===== config.mk =====
export PLATFORM = sky130hd
export DESIGN_NAME = conv_addr_sequencer
export DESIGN_NICKNAME = d
export VERILOG_FILES = /design/src/rtl/conv_pkg.sv /design/src/rtl/conv_addr_sequencer.sv
export SDC_FILE = /design/constraint.sdc
export NUM_CORES = 1
export LEC_CHECK = 0
export ABC_AREA = 1
export BUFFER_PORTS_ARGS = -buffer_cell sky130_fd_sc_hd__buf_4
export CORE_UTILIZATION = 55
export DETAILED_ROUTE_END_ITERATION = 16
export GPL_ROUTABILITY_DRIVEN = 0
export PLACE_DENSITY = 0.82
export SLEW_MARGIN = 10
export SYNTH_ARGS = -nofsm -noshare
export SYNTH_HDL_FRONTEND = slang
export SYNTH_SLANG_ARGS = --single-unit

===== constraint.sdc =====
create_clock -name clk -period 4.25 [get_ports clk]
set_clock_uncertainty 0.1 [all_clocks]
set_input_delay 0.2125 -clock clk [delete_from_list [all_inputs] [get_ports clk]]
set_output_delay 0.2125 -clock clk [all_outputs]
set_load 0.03 [all_outputs]

===== src/rtl/conv_pkg.sv =====
// Shared definitions for the convolution address sequencer: FSM states,
// default address widths and the stride field width.
package conv_pkg;

  localparam int AW_DEF = 10;
  localparam int KW_DEF = 6;
  localparam int SW     = 2;

  typedef enum logic [2:0] {
    ST_IDLE  = 3'd0,
    ST_SETUP = 3'd1,
    ST_MAC   = 3'd2,
    ST_WRITE = 3'd3,
    ST_DONE  = 3'd4
  } state_e;

  // A stride of zero would never advance the window, so it runs as a stride of one.
  function automatic logic [SW-1:0] eff_stride(input logic [SW-1:0] s);
    return (s == 2'd0) ? 2'd1 : s;
  endfunction

endpackage


===== src/rtl/conv_addr_sequencer.sv =====
// Address/control sequencer for a 1-D convolution: walks every valid window
// of an N-sample input with a K-tap kernel at stride S, one tap per cycle.
module conv_addr_sequencer
  import conv_pkg::*;
#(
  parameter int AW = AW_DEF,
  parameter int KW = KW_DEF
) (
  input  logic          clk,
  input  logic          rst,
  input  logic          start,
  input  logic          abort,
  input  logic [AW-1:0] in_len,
  input  logic [KW-1:0] kr_len,
  input  logic [SW-1:0] stride,
  output logic [AW-1:0] in_addr,
  output logic [KW-1:0] kr_addr,
  output logic          mac_en,
  output logic          acc_clr,
  output logic          out_we,
  output logic [AW-1:0] out_addr,
  output logic          busy,
  output logic          done,
  output logic          err
);

  // Window-fit arithmetic is carried two bits wider so base+S+K can never wrap.
  localparam int EW = ((AW > KW) ? AW : KW) + 2;

  state_e        state_r;
  logic [AW-1:0] n_r, base_r, j_r, in_addr_r, out_addr_r;
  logic [KW-1:0] k_r, tap_r, kr_addr_r;
  logic [SW-1:0] s_r;
  logic          mac_en_r, acc_clr_r, out_we_r, busy_r, done_r, err_r;

  logic          cfg_ok_s, last_tap_s, fits_s;
  logic [KW-1:0] tap_nx_s;
  logic [AW-1:0] base_nx_s;

  assign cfg_ok_s   = (in_len != '0) && (kr_len != '0) && (EW'(kr_len) <= EW'(in_len));
  assign tap_nx_s   = tap_r + KW'(1);
  assign last_tap_s = (tap_nx_s == k_r);
  assign base_nx_s  = base_r + AW'(s_r);
  assign fits_s     = (EW'(base_r) + EW'(s_r) + EW'(k_r)) <= EW'(n_r);

  // Sequencer FSM; every output is a flop loaded alongside the next state.
  always_ff @(posedge clk or negedge rst) begin
    if (!rst) begin
      state_r    <= ST_IDLE;
      n_r        <= '0;
      k_r        <= '0;
      s_r        <= '0;
      base_r     <= '0;
      tap_r      <= '0;
      j_r        <= '0;
      in_addr_r  <= '0;
      kr_addr_r  <= '0;
      out_addr_r <= '0;
      mac_en_r   <= 1'b0;
      acc_clr_r  <= 1'b0;
      out_we_r   <= 1'b0;
      busy_r     <= 1'b0;
      done_r     <= 1'b0;
      err_r      <= 1'b0;
    end else begin
      mac_en_r  <= 1'b0;
      acc_clr_r <= 1'b0;
      out_we_r  <= 1'b0;
      done_r    <= 1'b0;
      err_r     <= 1'b0;
      case (state_r)
        ST_IDLE: begin
          in_addr_r  <= '0;
          kr_addr_r  <= '0;
          out_addr_r <= '0;
          busy_r     <= 1'b0;
          if (start && cfg_ok_s) begin
            n_r       <= in_len;
            k_r       <= kr_len;
            s_r       <= eff_stride(stride);
            base_r    <= '0;
            tap_r     <= '0;
            j_r       <= '0;
            state_r   <= ST_SETUP;
            acc_clr_r <= 1'b1;
            busy_r    <= 1'b1;
          end else if (start) begin
            err_r <= 1'b1;
          end else begin
            state_r <= ST_IDLE;
          end
        end
        ST_SETUP: begin
          if (abort) begin
            state_r    <= ST_IDLE;
            busy_r     <= 1'b0;
            in_addr_r  <= '0;
            kr_addr_r  <= '0;
            out_addr_r <= '0;
          end else begin
            state_r   <= ST_MAC;
            tap_r     <= '0;
            in_addr_r <= base_r;
            kr_addr_r <= '0;
            mac_en_r  <= 1'b1;
          end
        end
        ST_MAC: begin
          if (abort) begin
            state_r    <= ST_IDLE;
            busy_r     <= 1'b0;
            in_addr_r  <= '0;
            kr_addr_r  <= '0;
            out_addr_r <= '0;
          end else if (last_tap_s) begin
            state_r    <= ST_WRITE;
            out_we_r   <= 1'b1;
            out_addr_r <= j_r;
            acc_clr_r  <= 1'b1;
          end else begin
            tap_r     <= tap_nx_s;
            in_addr_r <= base_r + AW'(tap_nx_s);
            kr_addr_r <= tap_nx_s;
            mac_en_r  <= 1'b1;
          end
        end
        ST_WRITE: begin
          // The write strobe already went out this cycle; abort only cancels what follows.
          if (abort) begin
            state_r    <= ST_IDLE;
            busy_r     <= 1'b0;
            in_addr_r  <= '0;
            kr_addr_r  <= '0;
            out_addr_r <= '0;
          end else if (fits_s) begin
            base_r    <= base_nx_s;
            j_r       <= j_r + AW'(1);
            tap_r     <= '0;
            state_r   <= ST_MAC;
            in_addr_r <= base_nx_s;
            kr_addr_r <= '0;
            mac_en_r  <= 1'b1;
          end else begin
            state_r <= ST_DONE;
            done_r  <= 1'b1;
          end
        end
        ST_DONE: begin
          state_r    <= ST_IDLE;
          busy_r     <= 1'b0;
          in_addr_r  <= '0;
          kr_addr_r  <= '0;
          out_addr_r <= '0;
        end
        default: begin
          state_r    <= ST_IDLE;
          busy_r     <= 1'b0;
          in_addr_r  <= '0;
          kr_addr_r  <= '0;
          out_addr_r <= '0;
        end
      endcase
    end
  end

  assign in_addr  = in_addr_r;
  assign kr_addr  = kr_addr_r;
  assign out_addr = out_addr_r;
  assign mac_en   = mac_en_r;
  assign acc_clr  = acc_clr_r;
  assign out_we   = out_we_r;
  assign busy     = busy_r;
  assign done     = done_r;
  assign err      = err_r;

endmodule

==> qor.yml <==
synth_flop_cell: "dfrtp_1"
fillers: 745
start_kind: "flip-flop"
core_um2: 8763
min_from: "kr_len[5]"
grt_pass1_wl_um: 20830
grtUsageMet3_pct: 4.676
dpl.hpwl_um: 9024
synthDistinctLibCells: 36
seqPwrFrac_pct: 37.3
drt.antenna.violating_nets: 0
portBuffers: 53
use_met1_pct: 36.04
syn_inst: 670
synth_most_common_cell: "nand2_1"
intPower_w: 0.001556
ir_drop_mv: 0.3247
worstPathRequired_ns: 4.43
tns_ns: 0
powerDensity_nw_per_um2: 466.0
cts-root-buf: "clkbuf_8"
place_area_um2: 5499
cts_buffer_depth: 2
postLayoutCoreUtil_pct: 65.93
grt.overflow.total: 0
fmax_mhz: 247.8
slew_headroom_pct: 34.65
finalNetCount: 794
rows: 34
finalSetupViolations: 0
avgSynthCellArea_um2: 7.468
yosysTopAreaCellShare_pct: 39.51
cp.arrival_ns: 4.22
maxCapViolCount: 0
hp-class: "input pin to flip-flop"
grt_max_degree: 80
syn-num-nets: 733
ys_ff_latch: 79
die-area_um2: 9483
first_iter_violations: 332
critPathMaxFanout: 15
track_usage_pct: 27.36
num_io_pins: 54
combinationalPowerShare_pct: 41.6
diodes: 0
cts.sink_count: 79
use_met2_pct: 44.65
status: "completed"
placed_cells: 822
h-tree-depth: 3
die_h_um: 97.38
via_per_inst: 5.526
min_period_over_period_pct: 94.96
synth_commonest_cells: "211 x nand2_1, 94 x inv_1, 79 x dfrtp_1"
synth-seq-area-share_pct: 39.51
clk_latency_ns: 0.38
setup.worst_path.start: "s_r[1]"
final.min_clock_period_ns: 4.036
cts_tree: "yes"
slew_viol_final: 0
synth_area_leader_cell: "dfrtp_1"
r2r-start: "s_r[1]"
wl_per_cell_um: 14.54
end_kind: "flip-flop"
start_util_pct: 57.10
synth_area_leaders: "dfrtp_1 40%, nand2_1 16%, ha_1 9.0%"
p_sw_w: 0.001137
clockPowerShare_pct: 21.1
grt_pass1_vias: 4559
grt-busiest-layer: "met2"
wirelength_um: 12270
p_leak_nw: 3.223
final_area_um2: 5778
dr_total_vias: 4664
drive_gt1_share_pct: 12.50
holdWs_ns: 0.01049
dr.pass1.iters: 7
antenna_found_initial: 0
criticalPathCategory: "flip-flop to flip-flop"
clk_pin_slew_ns: 0.08
synth_warnings: 0
cts_made_buffers: 9
final_cells: 844
switching_share_pct: 42.21
async_flop_share_pct: 100.0
synth_edf_count: 0
synth_area_um2: 5004
hold_viol_final: 0
drc: 0
tightest_slew_ns: 0.9803
syn_to_final_growth_pct: 15.48
die_w_um: 97.38
## cell families after synthesis
logic type	count (synthesis)	synth area share (%)
flip-flops	79	39.51
XOR/XNOR	16	2.801
buffers and inverters	114	9.077
AND/OR/NAND/NOR	324	27.21
adder cells (fa/ha/maj)	41	11.00
AO/OA/AOI/OAI	96	10.40
## layout by cell type (no fill, tap or decap), drive strengths merged, types with 10 or more instances in the layout
master and count:
a21oi 23, buf 60, clkbuf 11, dfrtp 79, ha 36, inv 98
nand2 216, nand3 44, nand4 10, nor2 40, o21ai 57, xor2 12
## through the flow
step / power [W] / worst slack [ns]
global route: 0.002905 / -0.02149
floorplan: 0.001763 / 0.4467
finish: 0.002693 / 0.2141
CTS: 0.002663 / 0.01732
detailed placement: 0.002092 / -0.04153
global placement: 0.002036 / 0.1852
## state kept, by name (all words and copies together) (netlist names)
name and count:
n_r 10, err 1, acc_clr 1, k_r 6, out_we 1, busy 1
tap_r 6, j_r 10, in_addr 10, kr_addr 6, state_r 3, out_addr 10
s_r 2, mac_en 1, done 1, base_r 10
## area by class of cell
class / count / area (um2) / area share, %
clock buffers: 11 / 131.4 / 2.274
clock inverters: 5 / 58.81 / 1.018
inverters: 99 / 371.6 / 6.431
multi-input cells: 478 / 2604 / 45.06
flip-flops and latches: 79 / 1979 / 34.26
well taps: 108 / 135.1 / 2.339
repair buffers: 64 / 498.0 / 8.618
## power groups by stage
stage	clock network, W	logic (W)	registers, W
6_report	0.000569	0.00112	0.00100
5_1_grt	0.000603	0.00128	0.00102
4_1_cts	0.000571	0.00109	0.000998
3_5_place_dp	0	0.00108	0.00101
3_3_place_gp	0	0.00103	0.00101
2_1_floorplan	0	0.000742	0.00102
## per-layer routing
layer	share of wire, %	vias to the layer above	wire length (um)
met1	44	2172	5362
met3	6.3	41	772
met5	0	-	0
met2	47	187	5775
met4	2.9	0	362
li1	-	2264	-
## repair_timing
| action | CTS | global route |
|---|---|---|
| gates cloned | 0 | 1 |
| setup buffers | 0 | 1 |
| endpoints found under the hold margin | 82 | 0 |
| endpoints found under the setup margin | 22 | 42 |
| pin swaps | 0 | 1 |
| gates resized for setup | 1 | 9 |
| hold buffers | 4 | 0 |
## worst max-delay path, cell delays in order, from the launching register on
cell and delay [ns]:
dfrtp_2 0.47, inv_1 0.09, fa_1 0.41, inv_1 0.07, ha_1 0.18, inv_1 0.06, fa_1 0.43, o21ai_2 0.20
nand2_1 0.07, nand2_1 0.06, a21oi_1 0.08, xor2_1 0.15, ha_1 0.31, a21o_1 0.17, nor2_1 0.10, nand2_1 0.06
nand2_1 0.05, nand2_1 0.04, nand2_1 0.10, nand2_2 0.10, inv_2 0.10, nand2_2 0.05, nand2_1 0.14, buf_6 0.19
nand2_1 0.08, o21ai_0 0.09
## worst paths after layout
kind,to,slack [ns],cells after the start
min in group asynchronous,out_addr[3],0.46,2
hold reg to reg,n_r[1],0.39,2
hold / removal,k_r[5],0.01,3
setup / recovery,base_r[9],0.21,25
max in group asynchronous,s_r[1],2.89,2
setup reg to reg,base_r[9],0.21,25
(Power assumes the default switching activity.)
